===== src/rtl/bidir_channel_ctrl.sv =====
// bidir_channel_ctrl: round-robin packet arbiter plus token handshake that owns one end of a bidirectional channel
//   clk, rst          clock, synchronous active-high reset
//   req / gnt, sel    per-requester packet requests, one-hot grant and its binary index
//   sel_vld           any grant active
//   dir_out           this end drives the channel
//   out_req / in_req  ownership request to / from the peer
//   out_gnt / in_gnt  one-cycle token pulse to / from the peer
//   err               sticky protocol error (token received while not idle)
module bidir_channel_ctrl #(
  parameter int NREQ = 10,
  parameter int SELW = $clog2(NREQ),
  parameter int TURN_CYC = 2,
  parameter int MAX_HOLD = 16,
  parameter bit PRIO = 1'b1
) (
  input  logic            clk,
  input  logic            rst,
  input  logic [NREQ-1:0] req,
  output logic [NREQ-1:0] gnt,
  output logic [SELW-1:0] sel,
  output logic            sel_vld,
  output logic            dir_out,
  output logic            out_req,
  output logic            out_gnt,
  input  logic            in_req,
  input  logic            in_gnt,
  output logic            err
);
  typedef enum logic [1:0] {OWN, DRAIN, IDLE} state_t;
  localparam state_t RST_STATE = PRIO ? OWN : IDLE;
  localparam logic [7:0] HOLD_MAX = 8'(MAX_HOLD);
  localparam logic [3:0] TURN_LAST = 4'(TURN_CYC - 1);
  localparam logic [SELW-1:0] LAST_IDX = SELW'(NREQ - 1);
  state_t state_q, state_d;
  logic [NREQ-1:0] gnt_q, gnt_d;
  logic [SELW-1:0] sel_q, sel_d, ptr_q, ptr_d, k;
  logic [7:0] hold_q, hold_d;
  logic [3:0] turn_q, turn_d;
  logic out_req_q, out_gnt_q, err_q, rel;
  // Hand the channel over only at a packet boundary; the low-priority end yields even with work pending.
  assign rel = state_q == OWN && gnt_q == '0 && in_req && (req == '0 || !PRIO || hold_q == HOLD_MAX);
  always_comb begin
    state_d = state_q;
    gnt_d = gnt_q;
    sel_d = sel_q;
    ptr_d = ptr_q;
    hold_d = hold_q;
    turn_d = turn_q;
    k = '0;
    if (state_q == OWN) begin
      hold_d = (hold_q == HOLD_MAX) ? hold_q : hold_q + 8'd1;
      if (rel) begin
        state_d = DRAIN;
        turn_d = '0;
        gnt_d = '0;
        sel_d = '0;
      end else if ((gnt_q & req) == '0) begin
        gnt_d = '0;
        sel_d = '0;
        // Scan downwards so the requester closest to ptr is the last, winning, assignment.
        for (int i = NREQ - 1; i >= 0; i--) begin
          k = SELW'((int'(ptr_q) + i) % NREQ);
          if (req[k]) begin
            gnt_d = '0;
            gnt_d[k] = 1'b1;
            sel_d = k;
            ptr_d = (k == LAST_IDX) ? '0 : k + SELW'(1);
          end
        end
      end
    end else if (state_q == DRAIN) begin
      turn_d = turn_q + 4'd1;
      if (turn_q == TURN_LAST) state_d = IDLE;
    end else if (in_gnt) begin
      state_d = OWN;
      hold_d = '0;
    end
  end
  always_ff @(posedge clk) begin
    if (rst) begin
      state_q <= RST_STATE;
      gnt_q <= '0;
      sel_q <= '0;
      ptr_q <= '0;
      hold_q <= '0;
      turn_q <= '0;
      out_req_q <= 1'b0;
      out_gnt_q <= 1'b0;
      err_q <= 1'b0;
    end else begin
      state_q <= state_d;
      gnt_q <= gnt_d;
      sel_q <= sel_d;
      ptr_q <= ptr_d;
      hold_q <= hold_d;
      turn_q <= turn_d;
      out_req_q <= state_d == IDLE && |req;
      out_gnt_q <= state_d == DRAIN && turn_d == TURN_LAST;
      err_q <= err_q | (in_gnt && state_q != IDLE);
    end
  end
  assign gnt = gnt_q;
  assign sel = sel_q;
  assign sel_vld = |gnt_q;
  assign dir_out = state_q == OWN;
  assign out_req = out_req_q;
  assign out_gnt = out_gnt_q;
  assign err = err_q;
endmodule


===== config.mk =====
export PLATFORM = sky130hd
export DESIGN_NAME = bidir_channel_ctrl
export DESIGN_NICKNAME = d
export VERILOG_FILES = /design/src/rtl/bidir_channel_ctrl.sv
export SDC_FILE = /design/constraint.sdc
export NUM_CORES = 1
export LEC_CHECK = 0
export BUFFER_PORTS_ARGS = -buffer_cell sky130_fd_sc_hd__buf_2
export CAP_MARGIN = 25
export CORE_ASPECT_RATIO = 1.2
export CORE_MARGIN = 4
export CORE_UTILIZATION = 50
export CTS_CLUSTER_DIAMETER = 40
export DETAILED_ROUTE_END_ITERATION = 6
export PLACE_DENSITY_LB_ADDON = 0.2
export SETUP_SLACK_MARGIN = 0.05
export SYNTH_ARGS = -nofsm -noshare
export SYNTH_HDL_FRONTEND = slang
export SYNTH_SLANG_ARGS = --single-unit

===== constraint.sdc =====
create_clock -name clk -period 16.7 [get_ports clk]
set_input_delay 0.835 -clock clk [delete_from_list [all_inputs] [get_ports clk]]
set_output_delay 0.835 -clock clk [all_outputs]
set_load 0.01 [all_outputs]

# [Word level (Yosys, flattened, before mapping)]
# Index checks and enable logic that the tools add are counted.
[word_totals] mem_bits_ro=0 output_inout_bits=19 latchBits=0 ramBits=0 memories=0 register_bits=35
[classes] shift=0 mux=96 bitwise_logic=3 n_reduce_logical=29 n_lt_le_gt_ge=20 n_eq_ne=19 multipliers=0 addsub=21 n_div=10
[op_table] cell="32-bit by 5-bit remainder unit with 32-bit output (second input constant)" n=9
[op_table] cell="4-bit two-way mux" n=35
[op_table] cell="10-bit two-way mux" n=12
[op_table] cell="4-bit by 5-bit < comparator with 1-bit output (second input constant)" n=10
[op_table] cell="4-bit by 1-bit adder with 4-bit output (second input constant)" n=11
[op_table] cell="1-bit binary-select mux with 4-bit select" n=10
[op_table] cell="1-bit demux with 4-bit select" n=10
[op_table] cell="4-bit == test (second input constant)" n=10
[op_table] cell="4-bit by 1-bit >= comparator with 1-bit output (second input constant)" n=10
[op_table] cell="5-bit by 5-bit remainder unit with 32-bit output (second input constant)" n=1
[op_table] cell="8-bit two-way mux" n=4
[op_table] cell="10-bit logical NOT" n=3
[op_table] cell="4-bit by 3-bit adder with 5-bit output (second input constant)" n=4
[op_table] cell="1-bit two-way mux" n=20
[op_table] cell="10-bit OR reduction" n=2
[op_table] cell="1-bit logical AND" n=16
[op_table] cell="4-bit by 2-bit adder with 5-bit output (second input constant)" n=2
[op_table] cell="4-bit by 4-bit adder with 5-bit output (second input constant)" n=2
[op_table] cell="10-bit AND" n=1
[op_table] cell="2-bit two-way mux" n=5
[op_table] cell="10-bit nonzero test" n=1
[op_table] cell="8-bit by 1-bit adder with 8-bit output (second input constant)" n=1
[op_table] cell="4-bit by 1-bit == test with 1-bit output (second input constant)" n=2
[op_table] cell="8-bit by 5-bit == test with 1-bit output (second input constant)" n=1
[op_table] cell="other kinds (12)" n=16

# [Depth between registers and ports, before layout]
# Gate-level depths: netlist of the first run.
[depth] depth_word=18 ltp_mapped=28 ltp_nobuf=18

# [Worst setup path after synthesis of the first run]
# OpenSTA, ideal clock, no wires.
[synth_path] path_kind="flip-flop to flip-flop" start="reg ptr_q[0]" end="reg ptr_q[0]" n_path_buf=11 required_ns=16.577 setup_time_ns=0.123 stages_incl_launch_ff=27 period_less_slack_ns=5.559 t_arrival_ns=5.435 setup_slack_ns=11.141 path_cell_list="dfxtp_1 buf_4 buf_6 buf_4 buf_1 inv_1 clkbuf_1 clkbuf_1 buf_1 ha_1 buf_2 buf_4 xnor2_1 nand2_1 ha_1 o22ai_1 o21ai_0 a211oi_2 or2_1 buf_4 nand4_4 a2bb2oi_2 buf_4 o2111ai_1 a31oi_1 and2b_1 mux2_1"
[synth_between] elab_chain_cells=14 word_cells_on_any_way=81
[synth_rtl] element="start: declaration" line_no="36" text="logic [SELW-1:0] sel_q, sel_d, ptr_q, ptr_d, k;"
[synth_rtl] element="start signal: assignment" line_no="94" text="ptr_q <= ptr_d;"
[synth_rtl] element="4-bit by 4-bit adder with 5-bit output" line_no="62" text="k = SELW'((int'(ptr_q) + i) % NREQ);"
[synth_rtl] element="32-bit by 5-bit remainder unit with 32-bit output" line_no="62"
[synth_rtl] element="4-bit by 1-bit adder with 4-bit output / 4-bit == test (equally long branches)" line_no="67" text="ptr_d = (k == LAST_IDX) ? '0 : k + SELW'(1);"
[synth_rtl] element="4-bit two-way mux" line_no="67"
[synth_rtl] element="4-bit two-way mux (10 in a row)" line_no="63" text="if (req[k]) begin"
# Parallel ways exist; a longest one is shown, timed or not. The select of a mux whose other input is x is not followed.
# A chain may end at the register's enable or synchronous reset.

# [Worst setup path after layout of the first run]
[layout_path] start="reg ptr_q[1]" end="reg ptr_q[0]"
# The elaborated chain is that of the path after synthesis.

==> results of run 1 <==
[metal layers]
layer | up-vias | share of wire | global-route usage
li1 | 4148 | - | -
met4 | 0 | 0.075 | 0.219
met5 | - | 0 | 0
met1 | 4248 | 0.39 | 0.415
met2 | 609 | 0.45 | 0.558
met3 | 154 | 0.084 | 0.0475
[flip-flops by register name, indices dropped and copies added (netlist names)]
| signal | flops |
|---|---|
| err | 1 |
| gnt | 10 |
| hold_q | 8 |
| out_gnt | 1 |
| out_req | 1 |
| ptr_q | 4 |
| sel | 4 |
| state_q | 2 |
| turn_q | 4 |
[path summary, 6_finish.rpt]
| kind | depth (start not counted) | slack (ps) | startpoint | to |
|---|---|---|---|---|
| setup reg to reg | 16 | 10870 | ptr_q[1]$_SDFFE_PP0P_ | ptr_q[0]$_SDFFE_PP0P_ |
| hold / removal | 2 | 470 | err$_SDFF_PP0_ | err$_SDFF_PP0_ |
| hold reg to reg | 2 | 470 | err$_SDFF_PP0_ | err$_SDFF_PP0_ |
| setup / recovery | 16 | 10870 | ptr_q[1]$_SDFFE_PP0P_ | ptr_q[0]$_SDFFE_PP0P_ |
[worst reg2reg max path, stage by stage (launching register included)]
cell and delay [ps]:
dfxtp_1 310, buf_4 350, ha_1 500, ha_1 440, or2_2 350, ha_1 270
nor2b_1 200, or3b_1 410, and3_1 200, o21a_1 260, o2111ai_1 460, nand3_1 600
nor4_1 510, and3_4 300, a21boi_4 80, and2b_1 190, mux2_1 300
[kinds of logic (layout without fill, tap and decap cells)]
family,Yosys count,in the layout,synth area share
buf+inv,105,79,0.0680
mux,39,39,0.0590
flops,35,35,0.0920
xor+xnor,43,43,0.0544
fa+ha+maj,41,41,0.0661
simple gates,437,437,0.287
compound gates,406,406,0.374
[synthesized netlist by cell type (8+ instances only)]
master / instances
nor2b_1: 11
and3_1: 8
inv_1: 20
nand3_1: 45
a21oi_1: 100
buf_2: 18
nor2_1: 115
or3_1: 10
nand4_1: 18
buf_6: 9
or2_2: 11
xnor2_1: 31
o22ai_1: 14
o21ai_1: 10
and2_1: 10
clkbuf_1: 37
ha_1: 37
a22oi_1: 9
a21oi_2: 9
dfxtp_1: 35
a211oi_1: 11
o211ai_1: 21
mux2_2: 13
a21o_1: 12
a221oi_1: 12
nand2b_1: 16
buf_4: 9
nor4_1: 9
nor3_1: 39
nand2_1: 107
mux2i_1: 21
a31oi_1: 25
o21ai_0: 63
o31ai_1: 10
[placed cells by master, fill, tap and decap left out, drive strengths merged, types with 11 or more instances in the layout]
master  netlist  layout
nor3         39      39
nand3        45      45
a31oi        25      25
nor2        118     118
and2         11      11
buf          43      46
mux2i        22      22
mux2         14      14
nand2       108     108
o211ai       21      21
or3          11      11
nand4        19      19
ha           37      37
inv          25      25
or2          15      15
nand2b       16      16
nor2b        11      11
o31ai        11      11
o22ai        15      15
xnor2        35      35
a21oi       109     109
dfxtp        35      35
a21o         12      12
a221oi       13      13
a211oi       16      16
o21ai        75      75
nor4         11      11
[area by class of cell]
class | count | area, um2 | share of cell area
inverters | 25 | 93.8 | 0.0119
multi-input cells | 966 | 6400 | 0.813
repair buffers | 46 | 265 | 0.0337
well taps | 204 | 255 | 0.0324
flip-flops and latches | 35 | 704 | 0.0895
clock inverters | 2 | 16.3 | 0.00207
clock buffers | 6 | 139 | 0.0176
[metrics by stage]
stage               hold slack [ps]  utilization  setup WS [ps]  area [um2]
floorplan                       458            -          11140        7610
detailed placement              457        0.516          10990        7710
global placement                444        0.516          10980        7710
CTS                             474        0.526          10960        7870
global route                    524        0.526          10450        7870
finish                          469        0.526          10870        7870
==> flow_summary.ini, run 1 <==
[run_status]
status = finished, final reports clean

[clock_tree]
cts_setup_buffers = 0
clk_pin_slew_ps = 70
clockBufferDepth = 2
cts_buffers = 5
root_buffer = clkbuf_16
htreeDepth = 2
clk_latency_ps = 300
cts_tree = yes
cts.sinks = 35
ctsHoldBuffers = 0
ctsResizeCount = 0

[yosys]
synth_top_area_frac = 0.0920
ys.warnings.count = 0
synth_edf_count = 0
synth.avg_cell_area_um2 = 6.88
synthesis.instances = 1106
synth-async-reset-ratio = 0
synthesis.area_um2 = 7610
synth_top_area_cell = dfxtp_1
synth_nets = 1157
ys_ff_latch = 35
seq_area_frac_synth = 0.0920
synth_flop_cell = dfxtp_1
ys_types = 103
synthTopCellsByArea = dfxtp_1 9.2%, a21oi_1 6.6%, ha_1 6.1%

[setup_path]
crit_required_ps = 16880
startpoint_type = register
worstPathCellList = buf_4 > ha_1 > ha_1 > or2_2 > ha_1 > nor2b_1 > or3b_1 > and3_1 > o21a_1 > o2111ai_1 > nand3_1 > nor4_1 > and3_4 > a21boi_4 > and2b_1 > mux2_1
crit_top_cell = ha_1
crit_family = simple AND/OR/NAND/NOR gates
path_buf_inv = 1
worst-path-max-fanout = 35
cpPeakStageDelay_ps = 600
path_class = register to register
cp_slowest_cell = nand3_1
endpoint_kind = register
cp_data_arrival_time_ps = 6020

[worst_hold_path]
hp-class = register to register

[sta]
slew_headroom = 0.234
report.final.setup_viol = 0
fin_worst_skew_ps = 9.90
rsz0062_at_grt = no
worst_pin_slew_ps = 1140
final-hold-violation-count = 0
layout_min_cycle_time_ps = 5830
slew_viol_final = 0
timing.fmax_mhz = 171
finalCritPeriodShare = 0.349
tns_ps = 0

[routing]
vias = 9159
wirelength_um = 30000
viasPerCell = 7.13
drcViolationCount = 0
postRouteAntennaNets = 0
drt-initial-drc-count = 1225
wl_per_cell_um = 23.4
firstDrtPassIters = 7

[floorplan]
die_area_um2 = 17300
die_w_um = 121
initial_utilization = 0.509
core_area_um2 = 15000
die_h_um = 143
boundaryPins = 33
rows = 49

[global_routing]
antenna_found_initial = 0
grt_start_max_net_pins = 70
gr-total-overflow = 0
grt.total_usage = 0.339
grt_pass1_wl_um = 46800
first_global_vias = 8439

[layout]
drive_gt1_frac = 0.126
filler_cell_count = 1564
final_cells = 1284
antennaDiodeCount = 0
area_delta_synth_final_pct = 3.35
final_nets = 1130

[placement]
portBuffers = 32
dp_cells = 1276
gp_congestion = 1.14
hpwlAfterDp_um = 22900

[job]
cap_violations = 0
Power of run 1 is left out: the tool's default activity adds up to more than one toggle a clock period on the data nets, which glitch-free logic cannot reach.
==> run 2, diff against run 1 <==
==> constraint.sdc (replaced) <==
create_clock -name clk -period 5.4 [get_ports clk]
set_input_delay 0.27 -clock clk [delete_from_list [all_inputs] [get_ports clk]]
set_output_delay 0.27 -clock clk [all_outputs]
set_load 0.01 [all_outputs]
==> run 2 against run 1 <==
Effect of this change: via count fell by 0.37%; non-clock buffer count increased by 34; die area unchanged; critical endpoint is now ptr_q[2]$_SDFFE_PP0P_; maximum frequency is 15% higher; count of clock-buffer cells in the layout unchanged; final cell count up 2.6%; worst setup slack lost 11000 ps; register-to-register slack got worse by 11000 ps; critical path depth is 1 higher; worst hold slack lost 220 ps.
==> flow_summary.ini, run 2 (synthesis results as in run 1) <==
[sta]
slew_viol_final = 0
timing.fmax_mhz = 198
worst_pin_slew_ps = 934
layout_min_cycle_time_ps = 5060
tns_ps = 0
report.final.setup_viol = 0
final-hold-violation-count = 0
fin_worst_skew_ps = 7.95
finalCritPeriodShare = 0.936
rsz0062_at_grt = yes
slew_headroom = 0.375

[clock_tree]
clockBufferDepth = 2
clk_latency_ps = 290
htreeDepth = 2
cts_tree = yes
cts_buffers = 5
clk_pin_slew_ps = 70
cts_setup_buffers = 0
ctsHoldBuffers = 0
root_buffer = clkbuf_16
cts.sinks = 35

[global_routing]
grt_pass1_wl_um = 47000
first_global_vias = 8355
gr-total-overflow = 0
grt_start_max_net_pins = 48
antenna_found_initial = 1
grt.total_usage = 0.342
grtUsageMet2 = 0.570
grt.busiest_layer = met2
grt_use_met3 = 0.0361
grt_use_met1 = 0.430

[setup_path]
cp_slowest_cell = or4b_1
startpoint_type = register
endpoint_kind = register
cp_data_arrival_time_ps = 5230
rr_worst_depth = 17
crit_family = simple AND/OR/NAND/NOR gates
r2r_end = ptr_q[2]$_SDFFE_PP0P_
path_class = register to register
cpPeakStageDelay_ps = 530
worst-path-max-fanout = 17
crit_required_ps = 5570
crit_start = ptr_q[1]$_SDFFE_PP0P_
critPathCapture = ptr_q[2]$_SDFFE_PP0P_
crit_cells = 17
path_buf_inv = 3
worstPathCellList = buf_4 > ha_1 > buf_4 > nand2_1 > inv_1 > ha_1 > nor2b_1 > o22ai_1 > or4b_1 > a32o_2 > or3_4 > o32ai_4 > nor2_2 > nand2_1 > o221ai_1 > a211o_1 > a311oi_2
r2r_setup_slack_ps = 340
crit-reg2reg-launch = ptr_q[1]$_SDFFE_PP0P_

[layout]
drive_gt1_frac = 0.157
antennaDiodeCount = 0
filler_cell_count = 1507
largest_reg_flops = 10
area_delta_synth_final_pct = 7.31
multi_input_area_um2 = 6430
layout_commonest_cell = nor2_1
regArea_um2 = 706
final_nets = 1164
mostFrequentLayoutCells = 115 x nor2_1, 107 x nand2_1, 100 x a21oi_1
fin_area_um2 = 8170

[placement]
hpwlAfterDp_um = 23900
portBuffers = 32
placed_area_um2 = 7970
gp_congestion = 1.10

[floorplan]
die_area_um2 = 17300
initial_utilization = 0.509
rows = 49
boundaryPins = 33
core_area_um2 = 15000
die_w_um = 121
die_h_um = 143

[routing]
vias = 9125
wirelength_um = 30400
drcViolationCount = 0
firstDrtPassIters = 5
drt-initial-drc-count = 1026
wl_per_cell_um = 23.1
postRouteAntennaNets = 0
viasPerCell = 6.92

[job]
cap_violations = 0

[run_status]
status = finished, final reports clean

[worst_hold_path]
hp-class = input port to register
==> run 2: stage by stage <==
step                       util  hold slack, ps  instances  setup WS [ps]
final                     0.546             245       1318            344
after global routing      0.546             272       1318           33.0
after CTS                 0.544             238       1317            223
after detailed placement  0.533             451       1309            266
after global placement    0.533             444       1309            225
after floorplan               -             411       1106            159
==> run 2: worst min-delay path: cells and delay by family <==
kind,cells,cell delay (ps)
buf+inv,1,100
simple gates,1,70
compound gates,1,60
==> run 2: layer usage <==
metal | share of wire | up-vias
met5 | 0.00043 | -
met4 | 0.067 | 2
met3 | 0.080 | 140
met2 | 0.46 | 532
met1 | 0.39 | 4239
li1 | - | 4212
==> run 2: layout make-up <==
cell class / instances / share of cell area
Clock buffer: 6 / 0.0184
Sequential cell: 35 / 0.0864
Tap cell: 204 / 0.0312
Multi-Input combinational cell: 966 / 0.787
Timing Repair Buffer: 80 / 0.0637
Inverter: 25 / 0.0115
Clock inverter: 2 / 0.00214
==> run 2: repair_timing <==
action,4_1_cts,5_1_grt
endpoints found under the hold margin,0,0
endpoints found under the setup margin,0,13
resized for setup,0,7
==> run 2: worst min path at each step <==
stage	depth (start not counted)	slack [ps]	to	from
floorplan	2	410	err$_SDFF_PP0_	in_gnt
global placement	2	440	err$_SDFF_PP0_	err$_SDFF_PP0_
detailed placement	2	450	err$_SDFF_PP0_	err$_SDFF_PP0_
CTS	3	240	err$_SDFF_PP0_	in_gnt
global route	3	270	err$_SDFF_PP0_	in_gnt
finish	3	250	err$_SDFF_PP0_	in_gnt
Power of run 2 is left out for the same reason.
